==> config.mk <==
export PLATFORM = sky130hd
export DESIGN_NAME = pc_sequencer
export DESIGN_NICKNAME = d
export VERILOG_FILES = /design/src/rtl/pc_seq_pkg.sv /design/src/rtl/pc_loop_detector.sv /design/src/rtl/pc_sequencer.sv
export SDC_FILE = /design/constraint.sdc
export NUM_CORES = 1
export LEC_CHECK = 0
export CAP_MARGIN = 5
export CORE_AREA = 2 2 102 203
export CTS_BUF_LIST = sky130_fd_sc_hd__clkbuf_4 sky130_fd_sc_hd__clkbuf_8
export CTS_CLUSTER_SIZE = 25
export DETAILED_ROUTE_END_ITERATION = 6
export DIE_AREA = 0 0 104 205
export HOLD_SLACK_MARGIN = 0.05
export SLEW_MARGIN = 20
export SYNTH_ARGS = -nofsm -noshare
export SYNTH_HDL_FRONTEND = slang
export SYNTH_SLANG_ARGS = --single-unit
==> constraint.sdc <==
create_clock -name CLK -period 6.1 [get_ports CLK]
set_input_delay 1.22 -clock CLK [delete_from_list [all_inputs] [get_ports CLK]]
set_output_delay 1.22 -clock CLK [all_outputs]
set_load 0.05 [all_outputs]
==> src/rtl/pc_seq_pkg.sv <==
// Shared encodings and the fetch-address legality check for the program-counter unit.
package pc_seq_pkg;

    typedef enum logic [1:0] {
        ST_IDLE  = 2'b00,
        ST_RUN   = 2'b01,
        ST_HALT  = 2'b10,
        ST_FAULT = 2'b11
    } pc_state_e;

    localparam logic [1:0] RT_BRANCH = 2'b00;
    localparam logic [1:0] RT_JUMP   = 2'b01;
    localparam logic [1:0] RT_JR     = 2'b10;
    localparam logic [1:0] RT_RSVD   = 2'b11;

    // Word aligned and no further than the last instruction slot; callers zero-extend to 64 bits.
    function automatic logic addr_ok(input logic [63:0] addr, input logic [63:0] last);
        return (addr[1:0] == 2'b00) && (addr <= last);
    endfunction

endpackage

==> src/rtl/pc_loop_detector.sv <==
// Counts consecutive redirects that target the current PC and flags the one that reaches LOOP_LIMIT.
module pc_loop_detector #(
    parameter int XLEN       = 32,
    parameter int LOOP_LIMIT = 4
) (
    input  logic            CLK,
    input  logic            Reset,
    input  logic            redir_take,
    input  logic            seq_take,
    input  logic [XLEN-1:0] pc,
    input  logic [XLEN-1:0] target,
    output logic            limit_hit
);
    localparam int CW = $clog2(LOOP_LIMIT + 1);

    logic [CW-1:0] count_q, count_d;

    always_comb begin
        count_d   = count_q;
        limit_hit = 1'b0;
        if (redir_take) begin
            if (target == pc) begin
                if (count_q >= CW'(LOOP_LIMIT - 1)) begin
                    count_d   = CW'(LOOP_LIMIT);
                    limit_hit = 1'b1;
                end else begin
                    count_d = count_q + CW'(1);
                end
            end else begin
                count_d = '0;
            end
        end else if (seq_take) begin
            count_d = '0;
        end
    end

    always_ff @(posedge CLK) begin
        if (Reset) count_q <= '0;
        else       count_q <= count_d;
    end

endmodule

==> src/rtl/pc_sequencer.sv <==
// Program-counter unit: boot vector select, redirect arbitration, self-loop halt and address traps.
// Optional run counters are built when PC_PERF_EN is defined.
module pc_sequencer
    import pc_seq_pkg::*;
#(
    parameter int                     XLEN       = 32,
    parameter int                     NPROG      = 4,
    parameter logic [NPROG*XLEN-1:0]  BOOT_VECS  = {32'd0, 32'd0, 32'd112, 32'd0},
    parameter int                     IMEM_BYTES = 512,
    parameter int                     LOOP_LIMIT = 4
) (
    input  logic                                    CLK,
    input  logic                                    Reset,
    input  logic [(NPROG > 1 ? $clog2(NPROG) : 1)-1:0] prog_sel,
    input  logic                                    run_en,
    input  logic                                    stall,
    input  logic                                    redir_valid,
    input  logic [1:0]                              redir_type,
    input  logic [XLEN-1:0]                         redir_target,
    output logic [XLEN-1:0]                         PC,
    output logic [XLEN-1:0]                         PCPlus4,
    output logic                                    pc_valid,
    output logic [1:0]                              state,
    output logic [XLEN-1:0]                         fault_addr,
    output logic [31:0]                             perf_cycles,
    output logic [31:0]                             perf_redirects
);
    localparam int          PSW  = (NPROG > 1) ? $clog2(NPROG) : 1;
    localparam logic [63:0] LAST = 64'(IMEM_BYTES - 4);

    pc_state_e       state_q, state_d;
    logic [XLEN-1:0] pc_q, pc_d, fault_q, fault_d, boot_pc;
    logic            pc_valid_q;
    logic            run_go, redir_ok, redir_take, seq_take, limit_hit;

    // Every redirect kind moves the PC the same way; the type is carried for the interface only.
    logic [1:0] unused_redir_type;
    assign unused_redir_type = redir_type;

    always_comb begin
        boot_pc = BOOT_VECS[0 +: XLEN];
        for (int i = 1; i < NPROG; i++)
            if (prog_sel == PSW'(i)) boot_pc = BOOT_VECS[i*XLEN +: XLEN];
    end

    assign PCPlus4    = pc_q + XLEN'(4);
    assign run_go     = (state_q == ST_RUN) && run_en && !stall;
    assign redir_ok   = addr_ok(64'(redir_target), LAST);
    assign redir_take = run_go && redir_valid && redir_ok;
    assign seq_take   = run_go && !redir_valid;

    pc_loop_detector #(.XLEN(XLEN), .LOOP_LIMIT(LOOP_LIMIT)) u_loop (
        .CLK        (CLK),
        .Reset      (Reset),
        .redir_take (redir_take),
        .seq_take   (seq_take),
        .pc         (pc_q),
        .target     (redir_target),
        .limit_hit  (limit_hit)
    );

    always_comb begin
        state_d = state_q;
        pc_d    = pc_q;
        fault_d = fault_q;
        case (state_q)
            ST_IDLE: if (run_en) state_d = ST_RUN;
            ST_RUN: begin
                if (!run_en) begin
                    state_d = ST_IDLE;
                end else if (stall) begin
                    state_d = ST_RUN;
                end else if (redir_valid) begin
                    if (!redir_ok) begin
                        state_d = ST_FAULT;
                        fault_d = redir_target;
                    end else if (limit_hit) begin
                        state_d = ST_HALT;
                    end else begin
                        pc_d = redir_target;
                    end
                end else if (!addr_ok(64'(PCPlus4), LAST)) begin
                    state_d = ST_FAULT;
                    fault_d = PCPlus4;
                end else begin
                    pc_d = PCPlus4;
                end
            end
            default: state_d = state_q;
        endcase
    end

    always_ff @(posedge CLK) begin
        if (Reset) begin
            state_q    <= ST_IDLE;
            pc_q       <= boot_pc;
            fault_q    <= '0;
            pc_valid_q <= 1'b0;
        end else begin
            state_q    <= state_d;
            pc_q       <= pc_d;
            fault_q    <= fault_d;
            pc_valid_q <= (state_d == ST_RUN);
        end
    end

    assign PC         = pc_q;
    assign pc_valid   = pc_valid_q;
    assign state      = state_q;
    assign fault_addr = fault_q;

`ifdef PC_PERF_EN
    logic [31:0] cycles_q, redirs_q;

    always_ff @(posedge CLK) begin
        if (Reset) begin
            cycles_q <= '0;
            redirs_q <= '0;
        end else begin
            if (state_q == ST_RUN) cycles_q <= cycles_q + 32'd1;
            if (redir_take)        redirs_q <= redirs_q + 32'd1;
        end
    end

    assign perf_cycles    = cycles_q;
    assign perf_redirects = redirs_q;
`else
    assign perf_cycles    = 32'd0;
    assign perf_redirects = 32'd0;
`endif

endmodule

==> impl_metrics.ini, run 1 <==
[run_status]
status = completed

[clocking]
cts_tree = built
cts_root_buf = clkbuf_8
clk_path_buf_depth = 2
clkSlewWorstSetupHoldPaths_ps = 80
h-tree-depth = 3
ctsResizeCount = 0
worstSkewPairLatency_ps = 370
numCtsBuffers = 9
cts_num_sinks = 70
cts_hold_buf = 0
post_cts_buffers = 0

[final_layout]
drive_gt1_share_pct = 4.86
diodes = 0
nets = 719
area_growth_pct = 30.1
final_cells = 941

[yosys]
yosysSeqAreaShare_pct = 35.2
ys_seq_elements = 70
ys_types = 54
synth_ff_type = dfxtp_1
async_flop_share_pct = 0
synth_edf_count = 32
syn_inst = 560
yosysWarnings = 0
synth_area_per_cell_um2 = 8.74
synth_area_um2 = 4900

[die]
die_h_um = 205
die_area_um2 = 21300
die_w_um = 104
fp-row-count = 73
start_util_pct = 24.8
core_um2 = 19700
ios = 204

[pwr]
p_leak_uw = 0.00241
totalPowerFinal_uw = 1380
ir_worst_vdd_uv = 88.2
powerDensity_nw_per_um2 = 216

[global_routing]
grt_max_degree = 72
antenna_found_initial = 0
grt_pass1_wl_mm = 24.6
grt-ovfl-total = 0
track_usage_pct = 15.3
grt_pass1_vias = 4229

[drt]
dr.first_iter.drc_count = 306
first_pass_iters = 4
drc = 0
vias = 4265
postRouteAntennaNets = 0
vias_per_cell = 4.53
routedWlPerCell_um = 18.0
wirelength_mm = 16.9

[worst_setup_path]
arrival_ps = 3460
start_kind = flip-flop
critPathLaunch = PC[2]$_SDFFCE_PP0P_
crit_end = PCPlus4[28]
worst-path-max-fanout = 10
critPathRequiredTime_ps = 4880
endpoint_kind = output pin
reg2reg_depth = 9
reg2reg_from = PC[2]$_SDFFCE_PP0P_
r2r_slack_ps = 2120
timing.rr.end = PC[1]$_SDFFCE_PP0P_
critPathKind = reg -> out

[sta]
period_share_pct = 76.8
slew_headroom_pct = 39.5
rsz0062_at_grt = no
tightest_slew_ps = 907
hold_viol_final = 0
final.setup_skew_ps = 11.1
fin_crit_ps = 4680
report.final.slew_viol_count = 0
setup_viol = 0
setup_tns_ps = 0
max_clock_freq_mhz = 213

[placed_design]
gp_congestion = 0.878
portBuffers = 137
hpwl_mm = 13.4
dp.cells = 925

[hold_path]
hold_path.class = reg -> reg

[job]
drv_cap = 0
worst min path at each step:
| stage | start | cells after the start | endpoint | slack [ps] |
|---|---|---|---|---|
| 4_1_cts | fault_addr[27]$_SDFFE_PP0P_ | 2 | fault_addr[27]$_SDFFE_PP0P_ | 470 |
| 2_1_floorplan | u_loop.count_q[1]$_SDFFE_PP0P_ | 2 | u_loop.count_q[1]$_SDFFE_PP0P_ | 450 |
| 5_1_grt | fault_addr[7]$_SDFFE_PP0P_ | 2 | fault_addr[7]$_SDFFE_PP0P_ | 490 |
| 3_3_place_gp | fault_addr[1]$_SDFFE_PP0P_ | 2 | fault_addr[1]$_SDFFE_PP0P_ | 450 |
| 3_5_place_dp | fault_addr[13]$_SDFFE_PP0P_ | 2 | fault_addr[13]$_SDFFE_PP0P_ | 450 |
| 6_report | fault_addr[20]$_SDFFE_PP0P_ | 2 | fault_addr[20]$_SDFFE_PP0P_ | 470 |
per-layer routing:
metal	part of all wire, %	vias to the layer above	GRT usage, %
met1	35	2010	14.6
met3	5.2	42	2.86
li1	-	2022	-
met2	55	191	29.9
met5	0	-	0
met4	5.0	0	9.56
cell usage in the layout (no fill, tap or decap), types with 4 or more instances in the layout:
| master | instances |
|---|---|
| a21o_1 | 4 |
| a21oi_1 | 12 |
| and3_1 | 7 |
| buf_4 | 4 |
| clkbuf_8 | 9 |
| clkdlybuf4s50_1 | 135 |
| conb_1 | 64 |
| dfxtp_1 | 38 |
| edfxtp_1 | 32 |
| ha_1 | 4 |
| inv_1 | 11 |
| mux2i_1 | 27 |
| nand2_1 | 48 |
| nand2b_1 | 32 |
| nand3_1 | 18 |
| nand4_1 | 7 |
| nor2_1 | 45 |
| nor2b_1 | 4 |
| nor3_1 | 13 |
| nor3b_2 | 4 |
| nor4_1 | 22 |
| o21ai_0 | 8 |
| o21ai_1 | 25 |
| or3_1 | 4 |
| xnor2_1 | 22 |
| xor2_1 | 39 |
sequential cells by signal, indices dropped and copies added, names as in the netlist:
register        cells
u_loop.count_q      3
fault_addr         32
PC                 32
state               2
pc_valid            1
area by class of cell:
class / count / area (µm²)
clock buffer: 9 / 124
multi-input combinational: 441 / 2700
clock inverter: 7 / 65.1
timing repair buffer: 141 / 1390
inverter: 11 / 41.3
sequential: 70 / 1720
tap: 262 / 328
fill: 2140 / 13400
logic make-up after synthesis:
logic type	synth area share (%)
other cells	0.0766
mux	5.52
fa+ha+maj	1.02
compound gates	8.71
buf+inv	14.6
simple gates	24.0
flops	35.2
xor+xnor	10.9
synthesized netlist by cell type (2+ instances only):
cell	number	area, µm²
buf_4	68	510
nand2_1	48	180
nor2_1	45	169
xor2_1	39	342
dfxtp_1	38	761
edfxtp_1	32	961
nand2b_1	32	200
mux2i_1	27	270
o21ai_1	25	125
nor4_1	22	138
xnor2_1	22	193
nand3_1	18	90.1
clkbuf_1	15	56.3
nor3_1	13	65.1
a21oi_1	12	60.1
buf_2	12	60.1
inv_1	11	41.3
o21ai_0	8	40.0
and3_1	7	43.8
nand4_1	7	43.8
a21o_1	5	37.5
ha_1	4	50.1
nor2b_1	4	25.0
nor3b_2	4	50.1
or3_1	4	25.0
and4_1	3	26.3
buf_1	3	11.3
buf_6	3	33.8
nor4_2	2	25.0
o311ai_0	2	17.5
o31a_1	2	17.5
critical path, stage by stage (launching register included):
cell and delay [ps]:
edfxtp_1 570, ha_1 340, nand3_1 200, nor4_1 610
and4_1 330, xnor2_1 170, clkdlybuf4s50_1 880
power breakdown:
| part | internal [µW] | leakage (µW) | total, µW | switching [µW] |
|---|---|---|---|---|
| Clock | 186 | 0.0000964 | 372 | 186 |
| Combinational | 127 | 0.00168 | 451 | 324 |
| Sequential | 515 | 0.000634 | 554 | 38.8 |
| Total | 828 | 0.00241 | 1380 | 549 |
metrics by stage:
step / hold WS [ps] / area [µm²] / setup slack [ps] / utilization (%)
4_1_cts: 470 / 6370 / 1430 / 32.3
5_1_grt: 487 / 6370 / 1330 / 32.3
3_5_place_dp: 454 / 6180 / 1850 / 31.3
3_3_place_gp: 452 / 6180 / 1830 / 31.3
6_report: 465 / 6370 / 1420 / 32.3
2_1_floorplan: 449 / 5130 / 1920 / -
Power figures use the tool's default switching activity.
==> run 2, diff against run 1 <==
==> constraint.sdc (replaced) <==
create_clock -name CLK -period 4.1 [get_ports CLK]
set_input_delay 0.82 -clock CLK [delete_from_list [all_inputs] [get_ports CLK]]
set_output_delay 0.82 -clock CLK [all_outputs]
set_load 0.05 [all_outputs]
==> run 2 against run 1 <==
Clock power up 71%; count of clock-buffer cells in the layout up 2; non-clock buffer count up 16; flip-flop and latch count unchanged; via count up 0.77%; combinational power up 55%; die area unchanged; first-iteration DRC count up 7.2%; wire length up 1.6%; register-to-register slack worse by 1700 ps; sequential power up 46%.
==> impl_metrics.ini, run 2 (synthesized netlist as in run 1, its figures left out) <==
[global_routing]
grt_pass1_wl_mm = 25.4
grt_use_met1_pct = 15.6
gr-max-usage-layer = met2
grt-ovfl-total = 0
track_usage_pct = 15.9
antenna_found_initial = 0
use_met2_pct = 30.1
grtUsageMet3_pct = 3.44
grt_max_degree = 39
grt_pass1_vias = 4287

[clocking]
clkSlewWorstSetupHoldPaths_ps = 80
h-tree-depth = 3
cts_num_sinks = 70
cts_root_buf = clkbuf_8
clk_path_buf_depth = 2
numCtsBuffers = 9
ctsResizeCount = 0
worstSkewPairLatency_ps = 380
cts_tree = built
cts_hold_buf = 0
post_cts_buffers = 0

[pwr]
ir_worst_vdd_uv = 121
p_leak_uw = 0.00255
powerDensity_nw_per_um2 = 329

[sta]
setup_viol = 0
rsz0062_at_grt = no
fin_crit_ps = 3890
final.setup_skew_ps = 12.5
report.final.slew_viol_count = 0
slew_headroom_pct = 52.6
tightest_slew_ps = 711
max_clock_freq_mhz = 257
setup_ws_ps = 213
setup_tns_ps = 0
hold_viol_final = 0
period_share_pct = 94.8
worst_hold_slack_ps = 465

[worst_setup_path]
start_kind = flip-flop
critPathKind = reg -> out
r2r_slack_ps = 450
endpoint_kind = output pin
worst-path-max-fanout = 8
critPathRequiredTime_ps = 3280
reg2reg_depth = 10
arrival_ps = 3070

[final_layout]
most-common-layout-cells = clkdlybuf4s50_1 (125), conb_1 (64), nand2_1 (48)
diodes = 0
fin_area_um2 = 6520
nets = 735
area_growth_pct = 33.2
final_common_cell = clkdlybuf4s50_1
drive_gt1_share_pct = 7.91

[drt]
first_pass_iters = 4
vias_per_cell = 4.49
routedWlPerCell_um = 18.0
drc = 0
postRouteAntennaNets = 0
wirelength_mm = 17.2
vias = 4298
dr.first_iter.drc_count = 328

[placed_design]
place_area_um2 = 6300
portBuffers = 137
gp_congestion = 0.950
pre_cts_slack_ps = 489
hpwl_mm = 13.8

[die]
fp-row-count = 73
die_w_um = 104
start_util_pct = 24.8
die_area_um2 = 21300
core_um2 = 19700
ios = 204
die_h_um = 205

[hold_path]
hold_path.class = reg -> reg
min_path_cells = 2

[run_status]
status = completed

[job]
drv_cap = 0
[run 2: report_power, final]
group / leakage (µW) / internal (µW) / total [µW] / switching [µW]
clock: 0.000112 / 361 / 636 / 275
combinational: 0.00181 / 199 / 700 / 502
sequential: 0.000634 / 766 / 809 / 43.3
total: 0.00255 / 1330 / 2150 / 820
[run 2: final cells by class]
type	count	area, µm²
inverter	11	41.3
timing repair buffer	157	1510
tap	262	328
multi-input combinational	441	2700
clock inverter	5	72.6
fill	2094	13200
sequential	70	1720
clock buffer	11	145
[run 2: critical path, cell delays in order, from the launching register on]
cell	delay, ps
edfxtp_1	510
and4_1	390
nand4_1	400
nor2_1	240
xor2_1	280
clkdlybuf4s50_1	870
[run 2: through the flow]
stage                     power [µW]  util, %  std cells
after global placement          1520     31.9        941
after detailed placement        1520     31.9        941
final                           2150     33.1        957
after global routing            2210     33.1        957
after CTS                       2170     33.0        957
after floorplan                 1340        -        623
[run 2: final timing paths]
kind | start | to
setup / recovery | PC[4]$_DFFE_PP_ | PCPlus4[15]
hold reg to reg | fault_addr[10]$_SDFFE_PP0P_ | fault_addr[10]$_SDFFE_PP0P_
hold / removal | fault_addr[10]$_SDFFE_PP0P_ | fault_addr[10]$_SDFFE_PP0P_
setup reg to reg | PC[4]$_DFFE_PP_ | PC[11]$_SDFFCE_PP0P_
[run 2: metal layers]
layer,vias up,routed length [µm]
li1,2060,-
met1,2013,6090
met2,187,9310
met3,38,969
met4,0,816
met5,-,0
==> run 3, diff against run 2 <==
--- a/config.mk
+++ b/config.mk
@@ -6,11 +6,11 @@
 export NUM_CORES = 1
 export LEC_CHECK = 0
 export CAP_MARGIN = 5
-export CORE_AREA = 2 2 102 203
+export CORE_AREA = 10 10 110 211
 export CTS_BUF_LIST = sky130_fd_sc_hd__clkbuf_4 sky130_fd_sc_hd__clkbuf_8
 export CTS_CLUSTER_SIZE = 25
 export DETAILED_ROUTE_END_ITERATION = 6
-export DIE_AREA = 0 0 104 205
+export DIE_AREA = 0 0 120 221
 export HOLD_SLACK_MARGIN = 0.05
 export SLEW_MARGIN = 20
 export SYNTH_ARGS = -nofsm -noshare
==> run 3 against run 2 <==
Hold slack improved by 0.71 ps; combinational power grew 2%; utilization about the same; wire length rose by 7.9%; maximum frequency is 0.45% higher; flip-flop and latch count did not move; global-route usage decreased by 2.1 points; critical endpoint is now PCPlus4[18]; highest routed layer unchanged.
==> impl_metrics.ini, run 3 (synthesized netlist as in run 1, its figures left out) <==
[run_status]
status = completed

[final_layout]
nets = 740
diodes = 0
most-common-layout-cells = clkdlybuf4s50_1 (125), conb_1 (64), nand2_1 (48)
drive_gt1_share_pct = 9.00
seq_area_um2 = 1720
final_common_cell = clkdlybuf4s50_1
multi_input_area_um2 = 2700
fill_cells = 2091
area_growth_pct = 33.6

[global_routing]
grt-ovfl-total = 0
grt_pass1_wl_mm = 28.0
grt_pass1_vias = 4626
grt_max_degree = 71
track_usage_pct = 13.8
antenna_found_initial = 0

[sta]
tightest_slew_ps = 940
report.final.slew_viol_count = 0
final.setup_skew_ps = 13.6
setup_tns_ps = 0
worst_hold_slack_ps = 466
period_share_pct = 94.4
rsz0062_at_grt = no
max_clock_freq_mhz = 258
slew_headroom_pct = 37.4
setup_viol = 0
fin_crit_ps = 3870
hold_viol_final = 0

[job]
drv_cap = 0

[worst_setup_path]
worst-path-max-fanout = 5
critPathRequiredTime_ps = 3280
reg2reg_depth = 8
endpoint_kind = output pin
worst_path_largest_cell_delay_ps = 910
arrival_ps = 3050
start_kind = flip-flop
critPathKind = reg -> out
worstPathCellList = ha_1, and3_1, nand3_1, nor2_1, xnor2_1, clkdlybuf4s50_1
crit_slowest_cell = clkdlybuf4s50_1

[pwr]
powerDensity_nw_per_um2 = 324
p_leak_uw = 0.00256
totalPowerFinal_uw = 2120
ir_worst_vdd_uv = 131

[clocking]
numCtsBuffers = 9
worstSkewPairLatency_ps = 380
post_cts_buffers = 0
ctsResizeCount = 0
clkSlewWorstSetupHoldPaths_ps = 80
cts_tree = built
cts_num_sinks = 70
cts_root_buf = clkbuf_8
h-tree-depth = 3
cts_hold_buf = 0
clk_path_buf_depth = 2

[drt]
first_pass_iters = 6
vias = 4317
dr.first_iter.drc_count = 207
vias_per_cell = 4.49
postRouteAntennaNets = 0
routedWlPerCell_um = 19.3
drc = 0
wirelength_mm = 18.6

[placed_design]
portBuffers = 137
gp_congestion = 0.902
hpwl_mm = 15.1

[hold_path]
min_path_cells = 2
hold_path.class = reg -> reg

[die]
die_h_um = 221
die_w_um = 120
start_util_pct = 24.7
die_area_um2 = 26500
fp-row-count = 73
core_um2 = 19800
ios = 204
## run 3: cell types whose count changed in the layout (fill, tap and decap cells not counted)
| cell | previous run | this run |
|---|---|---|
| clkinv_4 | 0 | 1 |
| bufinv_16 | 2 | 1 |
| inv_6 | 0 | 2 |
| dlymetal6s2s_1 | 3 | 2 |
| clkinv_1 | 2 | 0 |
| clkbuf_4 | 1 | 0 |
| clkinvlp_4 | 0 | 1 |
| buf_4 | 26 | 32 |
## run 3: per-layer routing
metal | share of wire, % | track usage [%]
met4 | 4.8 | 7.88
met3 | 7.7 | 4.64
met2 | 53 | 25.1
met1 | 34 | 13.0
met5 | 0 | 0
## run 3: cell type report
cell class	instances	area share [%]
clock buffer	10	2.10
clock inverter	6	1.05
inverter	11	0.631
multi-input combinational	441	41.3
sequential	70	26.3
tap	262	5.01
timing repair buffer	162	23.6
## run 3: final timing paths
kind	from	slack [ps]	end
worst max-delay path	PC[2]$_SDFFCE_PP0P_	230	PCPlus4[18]
worst min-delay path	fault_addr[20]$_SDFFE_PP0P_	470	fault_addr[20]$_SDFFE_PP0P_
worst max register to register	PC[16]$_SDFFCE_PP0P_	400	PC[3]$_SDFFCE_PP0P_
worst min register to register	fault_addr[20]$_SDFFE_PP0P_	470	fault_addr[20]$_SDFFE_PP0P_
## run 3: report_power, final
part           switching [µW]  internal [µW]
Combinational             513            200
Clock                     300            302
Sequential               38.4            766
## run 3: worst max-delay path: cells and delay by family (launching register included)
| kind | cells | cell delay [ps] |
|---|---|---|
| DFF | 1 | 400 |
| adders and majority gates | 1 | 300 |
| xor gates and xnor gates | 1 | 470 |
| and+or+nand+nor | 3 | 590 |
| buffers and inverters | 1 | 910 |
## run 3: stage by stage
| step | worst slack, ps | cell area (µm²) | utilization (%) | instances |
|---|---|---|---|---|
| 6_report | 230 | 6540 | 33.0 | 962 |
| 5_1_grt | 26.0 | 6540 | 33.0 | 962 |
| 4_1_cts | 103 | 6540 | 33.0 | 962 |
| 3_5_place_dp | 209 | 6330 | 31.9 | 946 |
| 3_3_place_gp | 233 | 6330 | 31.9 | 946 |
| 2_1_floorplan | 182 | 5130 | - | 623 |
==> edit 1: new RTL, config.mk and constraints of run 3 <==
`LOOP_LIMIT` is set to 4 in 2 places; all go to 2.
--- a/src/rtl/pc_loop_detector.sv
+++ b/src/rtl/pc_loop_detector.sv
@@ -1,7 +1,7 @@
 // Counts consecutive redirects that target the current PC and flags the one that reaches LOOP_LIMIT.
 module pc_loop_detector #(
     parameter int XLEN       = 32,
-    parameter int LOOP_LIMIT = 4
+    parameter int LOOP_LIMIT = 2
 ) (
     input  logic            CLK,
     input  logic            Reset,
--- a/src/rtl/pc_sequencer.sv
+++ b/src/rtl/pc_sequencer.sv
@@ -7,7 +7,7 @@
     parameter int                     NPROG      = 4,
     parameter logic [NPROG*XLEN-1:0]  BOOT_VECS  = {32'd0, 32'd0, 32'd112, 32'd0},
     parameter int                     IMEM_BYTES = 512,
-    parameter int                     LOOP_LIMIT = 4
+    parameter int                     LOOP_LIMIT = 2
 ) (
     input  logic                                    CLK,
     input  logic                                    Reset,
Formal check against the unedited RTL: not equivalent (Yosys sat finds a counterexample within 4 cycles, from zero or initial values and one cycle with Reset high).
==> edit 1 against run 3 <==
Synthesized cell count rose by 0.54%; area after synthesis rose by 2.5%; sequential cell count fell by 1; count of clock-buffer cells in the layout rose by 1; worst setup slack got worse by 0.091 ns; cell count rose by 0.10%; critical path depth did not move; total power fell by 0.80%; die area did not move; routed wire length rose by 6.1%; largest cell class unchanged; final area rose by 2.5%.
==> edit 1: results (changes against run 3) <==
----------------------------------------------------
[Timing]
  Transition at the pin with the smallest max-transition slack ... 0.617 ns (-0.323 ns)
  Post-Route Skew ... 0.0115 ns (-0.00201 ns)

[Setup path]
  Crit Path Max Fanout ... 9 (+4)
  Worst setup slack for register-to-register paths ... 0.42 ns (+0.02 ns)
  Worst-case reg-to-reg path depth ... 9 (+1)
  R2R Path End ... fault_addr[0]$_SDFFE_PP0P_
  Data arrival time of the critical path ... 3.14 ns (+0.09 ns)

[Global route]
  Total routing resource utilization after global routing ... 14.6% (+0.74 points)
  Number of global-route vias before repair ... 4814 (+4.1%)
  Global-route wire length before repair ... 29500 um (+5.5%)
  Met3 Track Usage GR ... 4.59% (-0.051 points)
  Global-route track usage on met1 ... 13.2% (+0.13 points)
  GR Util met2 ... 27.5% (+2.4 points)

[Yosys]
  Cell count after synthesis ... 563 (+0.54%)
  Largest cells by area after synthesis ... edfxtp_1, dfxtp_1, buf_4
  Unique masters post-synth ... 53 (-1.9%)

[Placed design]
  Post-placement cell count ... 947 (+0.11%)
  Placer's final routability congestion estimate ... 0.903 (+0.14%)

[Detailed routing]
  Drt initial violations ... 168 (-19%)
  Detailed-routed wire length on met2 ... 10700 um (+8.2%)
  Vias per std cell ... 4.64 (+3.3%)
  Routed WL ... 19700 um (+6.1%)
  Met1 wire length ... 6710 um (+6.0%)
  Via count ... 4465 (+3.4%)
  Routed length on met3 ... 1380 um (-3.1%)
  First-pass iteration count of the detailed router ... 4 (-2)

[Status]
  Outcome ... finished clean

[Power and ir drop]
  Static Leakage ... 2.70 nW (+5.5%)
  Worst voltage drop across the vdd grid ... 0.137 mV (+5.0%)

[Finish]
  Share of final-layout standard cells stronger than drive strength 1 ... 9.84% (+0.84 points)

----------------------------------------------------
==> edit 1: changes by cell type in the layout (fill, tap and decap cells not counted), moves of 22 or more <==
cell and delta:
xnor2_1 +25, xor2_1 -27, mux2_1 +25, o21ai_1 -24, nand2b_1 -22, nor2b_1 +29
==> edit 1: how the worst min path moves through the flow <==
stage                                      to  slack (ns)  depth (start not counted)
2_1_floorplan  u_loop.count_q[1]$_SDFFE_PP0P_        0.45                          2
3_3_place_gp      fault_addr[19]$_SDFFE_PP0P_        0.45                          2
3_5_place_dp      fault_addr[19]$_SDFFE_PP0P_        0.46                          2
4_1_cts           fault_addr[21]$_SDFFE_PP0P_        0.48                          2
5_1_grt           fault_addr[19]$_SDFFE_PP0P_        0.49                          2
6_report          fault_addr[21]$_SDFFE_PP0P_        0.47                          2
==> edit 1: stage by stage <==
stage | setup WS, ns | total power, W | hold slack [ns] | area [sq um] | utilization, %
5_1_grt | 0.00944 | 0.00219 | 0.494 | 6710 | 33.8
4_1_cts | 0.0399 | 0.00212 | 0.476 | 6690 | 33.8
6_report | 0.139 | 0.00210 | 0.469 | 6710 | 33.8
3_3_place_gp | 0.408 | 0.00156 | 0.448 | 6500 | 32.8
3_5_place_dp | 0.390 | 0.00156 | 0.463 | 6500 | 32.8
2_1_floorplan | 0.355 | 0.00135 | 0.450 | 5250 | -
==> edit 1: area by class of cell <==
| type | count | area [sq um] |
|---|---|---|
| Fill cell | 2111 | 13100 |
| Multi-Input combinational cell | 436 | 2820 |
| Sequential cell | 69 | 1700 |
| Timing Repair Buffer | 164 | 1610 |
| Tap cell | 262 | 328 |
| Clock buffer | 11 | 139 |
| Inverter | 16 | 60.1 |
| Clock inverter | 5 | 51.3 |
==> edit 1: kinds of logic (layout without fill, tap and decap cells) <==
group	Yosys count	count (layout)	synth area share (%)
AOI/OAI and AO/OA	50	50	7.13
buffers and inverters	121	196	14.6
muxes	46	46	9.93
other	1	64	0.0747
DFF	69	69	33.9
adders and majority gates	2	2	0.499
xor gates and xnor gates	59	59	10.3
and+or+nand+nor	215	215	23.5
==> edit 1: repair_timing <==
item,in CTS,in global routing
gates cloned,0,0
endpoints found under the setup margin,1,5
endpoints found under the hold margin,0,0
resized for setup,1,5
==> edit 1: worst max-delay path, cell delays in order, from the launching register on <==
cell and delay, ns:
edfxtp_1 0.58, ha_1 0.33, nand4_1 0.30, nor4_1 0.32
buf_4 0.18, xnor2_1 0.20, clkdlybuf4s50_1 0.88
==> edit 1: power by group <==
group | internal [W] | switching (W) | leakage [nW]
Clock | 0.000290 | 0.000269 | 0.0976
Combinational | 0.000220 | 0.000525 | 1.98
Sequential | 0.000756 | 0.0000410 | 0.626
==> edit 2: new RTL, config.mk and constraints of run 3 <==
Made on the original files. Add an input register stage for `redir_target`, without a reset; this delays it by one clock. The other inputs are not delayed to match.
--- a/src/rtl/pc_sequencer.sv
+++ b/src/rtl/pc_sequencer.sv
@@ -28,6 +28,12 @@
     localparam int          PSW  = (NPROG > 1) ? $clog2(NPROG) : 1;
     localparam logic [63:0] LAST = 64'(IMEM_BYTES - 4);
 
+    logic [XLEN-1:0] redir_target_q;
+
+    always_ff @(posedge CLK) begin
+        redir_target_q <= redir_target;
+    end
+
     pc_state_e       state_q, state_d;
     logic [XLEN-1:0] pc_q, pc_d, fault_q, fault_d, boot_pc;
     logic            pc_valid_q;
@@ -45,7 +51,7 @@
 
     assign PCPlus4    = pc_q + XLEN'(4);
     assign run_go     = (state_q == ST_RUN) && run_en && !stall;
-    assign redir_ok   = addr_ok(64'(redir_target), LAST);
+    assign redir_ok   = addr_ok(64'(redir_target_q), LAST);
     assign redir_take = run_go && redir_valid && redir_ok;
     assign seq_take   = run_go && !redir_valid;
 
@@ -55,7 +61,7 @@
         .redir_take (redir_take),
         .seq_take   (seq_take),
         .pc         (pc_q),
-        .target     (redir_target),
+        .target     (redir_target_q),
         .limit_hit  (limit_hit)
     );
 
@@ -73,11 +79,11 @@
                 end else if (redir_valid) begin
                     if (!redir_ok) begin
                         state_d = ST_FAULT;
-                        fault_d = redir_target;
+                        fault_d = redir_target_q;
                     end else if (limit_hit) begin
                         state_d = ST_HALT;
                     end else begin
-                        pc_d = redir_target;
+                        pc_d = redir_target_q;
                     end
                 end else if (!addr_ok(64'(PCPlus4), LAST)) begin
                     state_d = ST_FAULT;
Formal check against the unedited RTL: not equivalent (Yosys sat finds a counterexample within 4 cycles, from zero or initial values and one cycle with Reset high).
==> edit 2 against run 3 <==
Sequential cell count increased by 32; sequential share of layout area grew 5.1 points; final area increased by 15%; routed wire length up 18%; worst setup slack worse by 0.10 ns; combinational power up 4.6%; die area did not move; via count increased by 12%; area after synthesis rose by 17%; global-route usage grew 2.4 points; total power grew 18%; largest cell class unchanged.
==> edit 2: results (changes against run 3) <==
----------------------------------------------------
[Yosys]
  Area share of xor/xnor cells in the synthesized design ... 8.85% (-2.1 points)
  Sequential-to-total area share from yosys stat ... 41.2% (+6.0 points)
  Share of synthesized area spent on multiplexers ... 8.31% (+2.8 points)
  Complex-gate fraction of the synthesized area ... 6.63% (-2.1 points)
  Post-synthesis adder-cell area fraction ... 0.872% (-0.15 points)

[Finish]
  Share of final-layout standard cells stronger than drive strength 1 ... 13.9% (+4.9 points)
  Final net count ... 793 (+7.2%)

[Placed design]
  Placed wire-length estimate ... 18000 um (+19%)

[Global route]
  Global-route wire length before repair ... 32500 um (+16%)
  Number of antenna violations at the first check in global routing ... 1 (+1)
  Maximum number of pins on one net before global-route repair ... 70 (-1.4%)
  Total routing resource utilization after global routing ... 16.2% (+2.4 points)
  Number of global-route vias before repair ... 5237 (+13%)

[Power and ir drop]
  Static Leakage ... 2.93 nW (+15%)
  Worst voltage drop across the vdd grid ... 0.177 mV (+36%)
  Net switching fraction of the power ... 38.3% (-1.9 points)

[Detailed routing]
  Detailed-routed wire length on met2 ... 11800 um (+19%)
  Via count ... 4838 (+12%)
  Routed length on met3 ... 1440 um (+1.4%)
  First-pass iteration count of the detailed router ... 4 (-2)
  Drt initial violations ... 193 (-6.8%)

[Setup path]
  Crit Path Max Fanout ... 7 (+2)
  Data arrival time of the critical path ... 3.15 ns (+0.10 ns)

[Timing]
  Transition at the pin with the smallest max-transition slack ... 0.780 ns (-0.160 ns)

[Status]
  Outcome ... finished clean

[CTS]
  Clock edge transition at the registers on the reported setup and hold paths ... 0.10 ns (+0.02 ns)
  Clock Latency Late Sink ... 0.40 ns (+0.02 ns)

----------------------------------------------------
## edit 2: cell types whose count changed in the layout (fill, tap and decap cells not counted), moves of 15 or more
cell / run 3 / this run
nand4_1: 7 / 31
nor2b_1: 4 / 33
xnor2_1: 22 / 48
nand2_1: 48 / 23
o21ai_1: 25 / 1
xor2_1: 39 / 9
mux2_2: 0 / 21
nand2b_1: 32 / 2
dfxtp_1: 38 / 70
nor3_1: 13 / 28
## edit 2: routing by layer
layer / vias up / GRT usage [%]
li1: 2288 / -
met1: 2305 / 14.4
met2: 193 / 30.5
met3: 52 / 4.41
met4: 0 / 10.6
met5: - / 0
## edit 2: final cells by class
| class | instances | area, sq um |
|---|---|---|
| Tap cell | 262 | 328 |
| Inverter | 12 | 45.0 |
| Clock buffer | 9 | 124 |
| Antenna cell | 1 | 2.50 |
| Sequential cell | 102 | 2360 |
| Multi-Input combinational cell | 447 | 2920 |
| Timing Repair Buffer | 176 | 1680 |
| Fill cell | 2090 | 12300 |
| Clock inverter | 7 | 48.8 |
## edit 2: path summary, 6_finish.rpt
kind                                                    end  slack (ns)                         from  depth (start not counted)
worst max-delay path                            PCPlus4[12]        0.13          PC[2]$_SDFFCE_PP0P_                          6
worst min-delay path            fault_addr[29]$_SDFFE_PP0P_        0.47  fault_addr[29]$_SDFFE_PP0P_                          2
worst max register to register  fault_addr[21]$_SDFFE_PP0P_        0.17         PC[14]$_SDFFCE_PP0P_                          8
worst min register to register  fault_addr[29]$_SDFFE_PP0P_        0.47  fault_addr[29]$_SDFFE_PP0P_                          2
## edit 2: metrics by stage
stage / instances / area (sq um) / hold WS (ns) / setup WS (ns) / total power (W)
floorplan: 662 / 5990 / 0.496 / 0.0980 / 0.00171
finish: 1016 / 7510 / 0.470 / 0.126 / 0.00249
global placement: 999 / 7330 / 0.449 / 0.217 / 0.00192
CTS: 1015 / 7500 / 0.477 / 0.00961 / 0.00251
detailed placement: 999 / 7330 / 0.462 / 0.189 / 0.00192
global route: 1016 / 7510 / 0.505 / 0.00113 / 0.00259
## edit 2: worst max-delay path, cell delays in order (launching register included)
cell and delay (ns):
edfxtp_1 0.57, ha_1 0.30, and4_1 0.41, nand2_1 0.18
nor2_1 0.15, xor2_1 0.28, clkdlybuf4s50_1 0.87
## edit 2: power groups by stage
stage                     clock, W  combinational, W  sequential (W)
after global placement           0          0.000744         0.00118
after global routing      0.000651          0.000779         0.00116
after CTS                 0.000613          0.000746         0.00115
after detailed placement         0          0.000744         0.00118
final                     0.000592          0.000746         0.00115
after floorplan                  0          0.000445         0.00126
## edit 2: repair_timing
item,4_1_cts,5_1_grt
hold endpoints to repair,0,0
setup buffers,0,0
gates resized for setup,1,5
setup endpoints to repair,1,5
